File: src/rtl/scan_ctrl_pkg.sv
// Shared types and defaults for the scan-chain frame controller.
package scan_ctrl_pkg;
    localparam int WORD_W_DEF    = 26;
    localparam int NUM_WORDS_DEF = 256;

    typedef logic [2:0] state_t;
    localparam state_t ST_IDLE   = 3'd0;
    localparam state_t ST_FREEZE = 3'd1;
    localparam state_t ST_SHIFT  = 3'd2;
    localparam state_t ST_STALL  = 3'd3;
    localparam state_t ST_DRAIN  = 3'd4;
    localparam state_t ST_DONE   = 3'd5;

    function automatic int idx_w(input int n);
        return (n > 1) ? $clog2(n) : 1;
    endfunction
endpackage

File: src/rtl/scan_deser.sv
// Dual LSB-first shift accumulator for the X/W chains with a word-complete strobe.
module scan_deser
    import scan_ctrl_pkg::*;
#(
    parameter int WORD_W = WORD_W_DEF
) (
    input  logic              mux_clk,
    input  logic              rst_n,
    input  logic              clr,
    input  logic              shift,
    input  logic              bit_x,
    input  logic              bit_w,
    output logic [WORD_W-1:0] word_x,
    output logic [WORD_W-1:0] word_w,
    output logic              word_done
);
    localparam int BIT_W = idx_w(WORD_W);
    localparam logic [BIT_W-1:0] LAST = BIT_W'(WORD_W - 1);

    logic [BIT_W-1:0]  bit_idx;
    logic [WORD_W-1:0] acc_x, acc_w;

    assign word_done = shift && (bit_idx == LAST);

    // The MSB arrives on the completing edge, so merge it in combinationally.
    always_comb begin
        word_x = acc_x;
        word_w = acc_w;
        word_x[WORD_W-1] = bit_x;
        word_w[WORD_W-1] = bit_w;
    end

    always_ff @(posedge mux_clk or negedge rst_n) begin
        if (!rst_n) begin
            bit_idx <= '0;
            acc_x   <= '0;
            acc_w   <= '0;
        end else if (clr) begin
            bit_idx <= '0;
        end else if (shift) begin
            acc_x[bit_idx] <= bit_x;
            acc_w[bit_idx] <= bit_w;
            bit_idx <= word_done ? '0 : bit_idx + BIT_W'(1);
        end
    end
endmodule

File: src/rtl/scan_frame_ctrl.sv
// Scan-chain frame sequencer: freeze, shift, deserialise, stream words with backpressure.
// Optional SCAN_CTRL_AUTO_EN adds a periodic self-trigger after AUTO_PERIOD idle cycles.
module scan_frame_ctrl
    import scan_ctrl_pkg::*;
#(
    parameter int WORD_W      = WORD_W_DEF,
    parameter int NUM_WORDS   = NUM_WORDS_DEF,
`ifdef SCAN_CTRL_AUTO_EN
    parameter int AUTO_PERIOD = 1000000,
`endif
    parameter int FREEZE_LAT  = 2
) (
    input  logic                         mux_clk,
    input  logic                         rst_n,
    input  logic                         scan_start,
    input  logic                         scan_abort,
    input  logic                         scan_out_x,
    input  logic                         scan_out_w,
    output logic                         scan_en,
    output logic                         scan_freeze,
    output logic [WORD_W-1:0]            wd_x,
    output logic [WORD_W-1:0]            wd_w,
    output logic [idx_w(NUM_WORDS)-1:0]  wd_idx,
    output logic                         wd_vld,
    input  logic                         wd_rdy,
    output logic                         busy,
    output logic                         frame_done
);
    localparam int IDX_W = idx_w(NUM_WORDS);
    localparam int FL_W  = idx_w(FREEZE_LAT);
    localparam logic [FL_W-1:0] FL_LAST = FL_W'(FREEZE_LAT - 1);

    state_t            state;
    logic [FL_W-1:0]   fcnt;
    logic [IDX_W-1:0]  idx;
    logic              out_vld, pend_vld;
    logic [WORD_W-1:0] pend_x, pend_w;
    logic [IDX_W-1:0]  pend_idx;
    logic [WORD_W-1:0] word_x, word_w;
    logic              word_done, hs, start_go;

    scan_deser #(.WORD_W(WORD_W)) u_deser (
        .mux_clk   (mux_clk),
        .rst_n     (rst_n),
        .clr       (scan_abort),
        .shift     (scan_en),
        .bit_x     (scan_out_x),
        .bit_w     (scan_out_w),
        .word_x    (word_x),
        .word_w    (word_w),
        .word_done (word_done)
    );

    assign hs          = out_vld && wd_rdy;
    assign wd_vld      = out_vld;
    assign busy        = (state != ST_IDLE);
    assign scan_freeze = busy;
    assign frame_done  = (state == ST_DONE);

`ifdef SCAN_CTRL_AUTO_EN
    localparam int AC_W = idx_w(AUTO_PERIOD);
    logic [AC_W-1:0] idle_cnt;
    logic            auto_go;

    assign auto_go  = (state == ST_IDLE) && (idle_cnt == AC_W'(AUTO_PERIOD - 1));
    assign start_go = scan_start || auto_go;

    always_ff @(posedge mux_clk or negedge rst_n) begin
        if (!rst_n)
            idle_cnt <= '0;
        else if (scan_abort || state != ST_IDLE || start_go)
            idle_cnt <= '0;
        else
            idle_cnt <= idle_cnt + AC_W'(1);
    end
`else
    assign start_go = scan_start;
`endif

    always_ff @(posedge mux_clk or negedge rst_n) begin
        if (!rst_n) begin
            state    <= ST_IDLE;
            fcnt     <= '0;
            idx      <= '0;
            scan_en  <= 1'b0;
            out_vld  <= 1'b0;
            pend_vld <= 1'b0;
            wd_x     <= '0;
            wd_w     <= '0;
            wd_idx   <= '0;
            pend_x   <= '0;
            pend_w   <= '0;
            pend_idx <= '0;
        end else if (scan_abort) begin
            state    <= ST_IDLE;
            scan_en  <= 1'b0;
            out_vld  <= 1'b0;
            pend_vld <= 1'b0;
        end else begin
            if (hs) out_vld <= 1'b0;
            case (state)
                ST_IDLE: if (start_go) begin
                    state <= ST_FREEZE;
                    fcnt  <= '0;
                    idx   <= IDX_W'(NUM_WORDS - 1);
                end
                ST_FREEZE: if (fcnt == FL_LAST) begin
                    state   <= ST_SHIFT;
                    scan_en <= 1'b1;
                end else begin
                    fcnt <= fcnt + FL_W'(1);
                end
                ST_SHIFT: if (word_done) begin
                    if (!out_vld || hs) begin
                        wd_x    <= word_x;
                        wd_w    <= word_w;
                        wd_idx  <= idx;
                        out_vld <= 1'b1;
                    end else begin
                        pend_x   <= word_x;
                        pend_w   <= word_w;
                        pend_idx <= idx;
                        pend_vld <= 1'b1;
                    end
                    // The last word goes straight to DRAIN even if it landed in pend.
                    if (idx == '0) begin
                        state   <= ST_DRAIN;
                        scan_en <= 1'b0;
                    end else begin
                        idx <= idx - IDX_W'(1);
                        if (out_vld && !hs) begin
                            state   <= ST_STALL;
                            scan_en <= 1'b0;
                        end
                    end
                end
                ST_STALL: if (hs) begin
                    wd_x     <= pend_x;
                    wd_w     <= pend_w;
                    wd_idx   <= pend_idx;
                    out_vld  <= 1'b1;
                    pend_vld <= 1'b0;
                    scan_en  <= 1'b1;
                    state    <= ST_SHIFT;
                end
                ST_DRAIN: if (hs && pend_vld) begin
                    wd_x     <= pend_x;
                    wd_w     <= pend_w;
                    wd_idx   <= pend_idx;
                    out_vld  <= 1'b1;
                    pend_vld <= 1'b0;
                end else if (!pend_vld && (!out_vld || hs)) begin
                    state <= ST_DONE;
                end
                ST_DONE: state <= ST_IDLE;
                default: state <= ST_IDLE;
            endcase
        end
    end
endmodule

File: config.mk
export PLATFORM = sky130hd
export DESIGN_NAME = scan_frame_ctrl
export DESIGN_NICKNAME = d
export VERILOG_FILES = /design/src/rtl/scan_ctrl_pkg.sv /design/src/rtl/scan_deser.sv /design/src/rtl/scan_frame_ctrl.sv
export SDC_FILE = /design/constraint.sdc
export NUM_CORES = 1
export LEC_CHECK = 0
export CAP_MARGIN = 20
export CORE_MARGIN = 2
export CORE_UTILIZATION = 50
export DETAILED_ROUTE_END_ITERATION = 8
export PLACE_DENSITY = 0.7
export SETUP_SLACK_MARGIN = 0.4
export SLEW_MARGIN = 10
export SYNTH_ARGS = -nofsm -noshare
export SYNTH_HDL_FRONTEND = slang
export SYNTH_HIERARCHICAL = 1
export SYNTH_SLANG_ARGS = --single-unit
File: constraint.sdc
create_clock -name mux_clk -period 2.65 [get_ports mux_clk]
set_input_delay 0.795 -clock mux_clk [delete_from_list [all_inputs] [get_ports mux_clk]]
set_output_delay 0.795 -clock mux_clk [all_outputs]
set_load 0.05 [all_outputs]
==> flow_results.org <==
** Power and ir drop
- For this design the ratio of total power to cell area is 1030 nW/um^2.
- Leakage power :: 0.00475 uW
- Overall power of the completed layout :: 10600 uW
- Peak ir drop on the vdd network :: 888 uV

** STA
- Hold timing on the final database bottoms out at a slack of 0.330 ns.
- In the final timing run, aggregate negative setup slack is 0 ns.
- Setup repair after global routing could not meet its margin everywhere.
- Setup violations remaining at the end of the flow were counted as 0.
- Number of max-slew violations in the final report :: 0
- Max Fclk :: 449 MHz
- Clock skew on the completed layout was measured at 0.00775 ns.
- Slew HR :: 51.5%
- For the pin with the worst max-slew slack, the measured transition is 0.725 ns.
- Share of the cycle needed by the critical path after routing :: 84.1%
- The final count of hold timing violations is 0.
- Final min period :: 2.23 ns
- Setup slack closes at 0.421 ns.

** Die
- In this run the horizontal extent of the chip is 134 um.
- Overall die area :: 17900 sq um
- Core ar. :: 16500 sq um
- The initial utilization of the core area, before any placement, comes to 51.1%.
- Measured along the y axis, the die boundary spans 134 um.
- The floorplan has 47 rows.
- I/O pin total :: 72

** Final layout
- Signed area change from the synthesized netlist to the final layout :: 21.9%
- ANT cells :: 0
- The layout has 1285 filler cells.
- After routing the design area is 10300 sq um.
- In the final layout, flip-flops and latches occupy 4760 sq um.
- The multi-input combinational cells in the finished layout cover a total of 3460 sq um.
- Leaving out fill and tap cells, the most frequent cell in the layout is dfrtp_1.
- NumNets Final :: 800
- In the layout the commonest cells are dfrtp_1, mux2_2, nor2_1.
- Fraction of layout instances using a drive strength above 1 :: 24.5%

** Yosys
- Dominant cell type by area after synthesis :: dfrtp_1
- Of the synthesized area, sequential elements account for 56.3%.
- Yosys warnings :: 6
- Post-Syn Instances :: 693
- In this run, synthesis inferred 0 flip-flops with an integrated enable.
- Flip-flop and latch count after synthesis :: 190
- For this run, asynchronously set or reset flops after synthesis account for 100%.
- By area the synthesized netlist is led by dfrtp_1, mux2_2, mux2i_1.
- Leading register cell type out of synthesis :: dfrtp_1
- Avg Inst Size Synth :: 12.2 sq um
- Yosys top cell area share :: 56.3%
- In this run the cell area of the synthesized design comes to 8440 sq um.
- Post-Synthesis Net Count :: 706
- Number of distinct library cells after synthesis :: 53

** Worst setup path
- At the worst endpoint, the required time is 2.96 ns.
- Walking the worst path, the cells encountered are inv_2 > ha_4 > nand4b_1 > nor2_2 > inv_1 > o211ai_1 > buf_4 > a21oi_4 > a211oi_4 > mux2_1.
- Of all nets on the critical path, the largest fanout is 4.
- Flop2flop setup slack :: 0.42 ns
- Startpoint types :: flop
- Delay of the slowest cell on the worst path :: 0.39 ns
- For the worst setup path, the data arrival time is 2.54 ns.
- Cell with the biggest individual delay on the critical path :: dfrtp_1
- STA classifies the critical path endpoint as a flop.
- The critical path is of the flop to flop type.

** Status
- The flow ran to the end, and the final reports show no timing, DRC or antenna violations.

** Drt
- DRC :: 0
- In the final routed layout, each cell accounts on average for 17.7 um.
- Drt first-iter violations :: 365
- Dividing the detail-routed via count by the number of cells gives 5.55.
- Summed over all layers, the routed wires come to 18000 um.
- Router iterations before antenna repair :: 5
- Summing over every cut layer, the via total after detailed routing is 5651.
- Post-route antenna net violation count :: 0

** Job
- Max-Cap Viols :: 0

** Global routing
- Busiest metal layer after global routing :: met2
- Pin count of the biggest net entering global routing :: 59
- For this run the aggregate overflow at the end of global routing stands at 0.
- Global routing used 31.4% of the available met2 tracks.
- Global router's overall resource usage :: 20.1%
- Met1 capacity usage during global routing :: 28.9%
- GR met3 Demand/Resource :: 3.82%
- Global-route wire length before repair :: 28400 um
- The number of global-route vias before repair came to 5466.
- The number of antenna violations at the first check in global routing was 0.

** Clock network
- The later pin in the worst-skew pair is clocked with a latency of 0.43 ns.
- Clock tree synthesis found a total of 190 sinks.
- Clock transition at the registers of the reported paths :: 0.07 ns
- The cell sitting at the root of the clock tree is a clkbuf_16.
- Number of clock buffers inserted by TritonCTS :: 17
- Max Root-Sink Buffers :: 2
- Hold-fix buffers at CTS :: 0
- CTS built an H-tree with a depth of 4.
- TritonCTS built the clock tree.

** Placed design
- The wire-length estimate of the detail-placed layout is 11000 um.
- Input and output buffers added on the ports amount to 71.
- Prior to clock tree synthesis, the placed netlist has a worst setup slack of 0.0321 ns.
- Global placer's final weighted congestion :: 0.898
- Placed cell areas :: 9430 sq um

** Hold path
- The path class of the tightest hold or removal check is input pin to asynchronous set/reset pin.
-- critical path, delay by kind of cell (launching register included) --
family                   cells  cell delay [ns]
flip-flops                   1             0.39
adder cells (fa/ha/maj)      1             0.14
AO/OA/AOI/OAI                3             0.51
AND/OR/NAND/NOR              2             0.34
buffers and inverters        3             0.37
multiplexers                 1             0.35
-- per-layer routing --
| metal | share of wire, % | vias to the layer above |
|---|---|---|
| met5 | 0 | - |
| met4 | 1.2 | 0 |
| met3 | 4.7 | 17 |
| met2 | 48 | 162 |
| met1 | 46 | 2838 |
| li1 | - | 2634 |
-- power by group --
group	internal, uW	switching (uW)
registers	3470	363
logic	1260	2930
clock network	1530	1060
-- sequential cells by signal (all words and copies together), names as in the netlist --
name and cells:
scan_en 1, wd_x 26, wd_idx 8, pend_vld 1, pend_w 26, pend_x 26
fcnt 1, u_deser/acc_w 25, u_deser/acc_x 25, pend_idx 8, idx 8, wd_vld 1
state 3, wd_w 26, u_deser/bit_idx 5
-- layout make-up --
class | count | area share [%]
flip-flops and latches | 190 | 46.3
repair buffers | 119 | 11.2
clock buffers | 22 | 4.51
multi-input cells | 451 | 33.7
clock inverters | 9 | 1.33
well taps | 220 | 2.68
inverters | 8 | 0.292
-- per-stage QoR --
step | util (%) | instances
detailed placement | 57.1 | 967
floorplan | - | 693
CTS | 61.1 | 1006
global route | 62.2 | 1019
finish | 62.2 | 1019
global placement | 57.1 | 967
-- worst paths after layout --
path                               startpoint     endpoint  cells after the start
min in group mux_clk              pend_idx[0]  pend_idx[0]                      2
hold / removal                          rst_n      wd_x[0]                      1
setup reg to reg           u_deser/bit_idx[1]     state[1]                     10
hold reg to reg                   pend_idx[0]  pend_idx[0]                      2
max in group asynchronous               rst_n     wd_w[22]                      2
setup / recovery           u_deser/bit_idx[1]     state[1]                     10
-- synth_stat cells, types with 2 or more instances --
library cell and count:
o211ai_1 3, mux2_2 86, a21oi_1 75, buf_4 9, buf_2 23, o21ai_0 6, nand2b_1 5, mux2_1 24
nand3b_1 6, nor2_1 79, a31oi_1 6, and3b_1 4, dfrtp_1 190, and4b_1 2, nand3_1 9, buf_6 6
nor3_1 8, nor3b_2 3, nand2_1 36, inv_1 8, a41oi_1 2, mux2i_1 61, ha_1 6, or3_1 3
clkbuf_1 5
-- kinds of logic (layout without fill, tap and decap cells) --
group / count (synthesis) / after routing / share of synthesized area [%]
flip-flops: 190 / 190 / 56.3
AO/OA/AOI/OAI: 104 / 104 / 7.01
multiplexers: 171 / 171 / 21.9
AND/OR/NAND/NOR: 170 / 170 / 10.2
adder cells (fa/ha/maj): 6 / 6 / 0.890
buffers and inverters: 52 / 158 / 3.63
-- timing repair --
action | 4_1_cts | 5_1_grt
gates cloned | 2 | 3
buffers inserted | 6 | 10
setup endpoints to repair | 127 | 76
pin swaps | 5 | 4
resized for setup | 74 | 14
(Power assumes the default switching activity.)
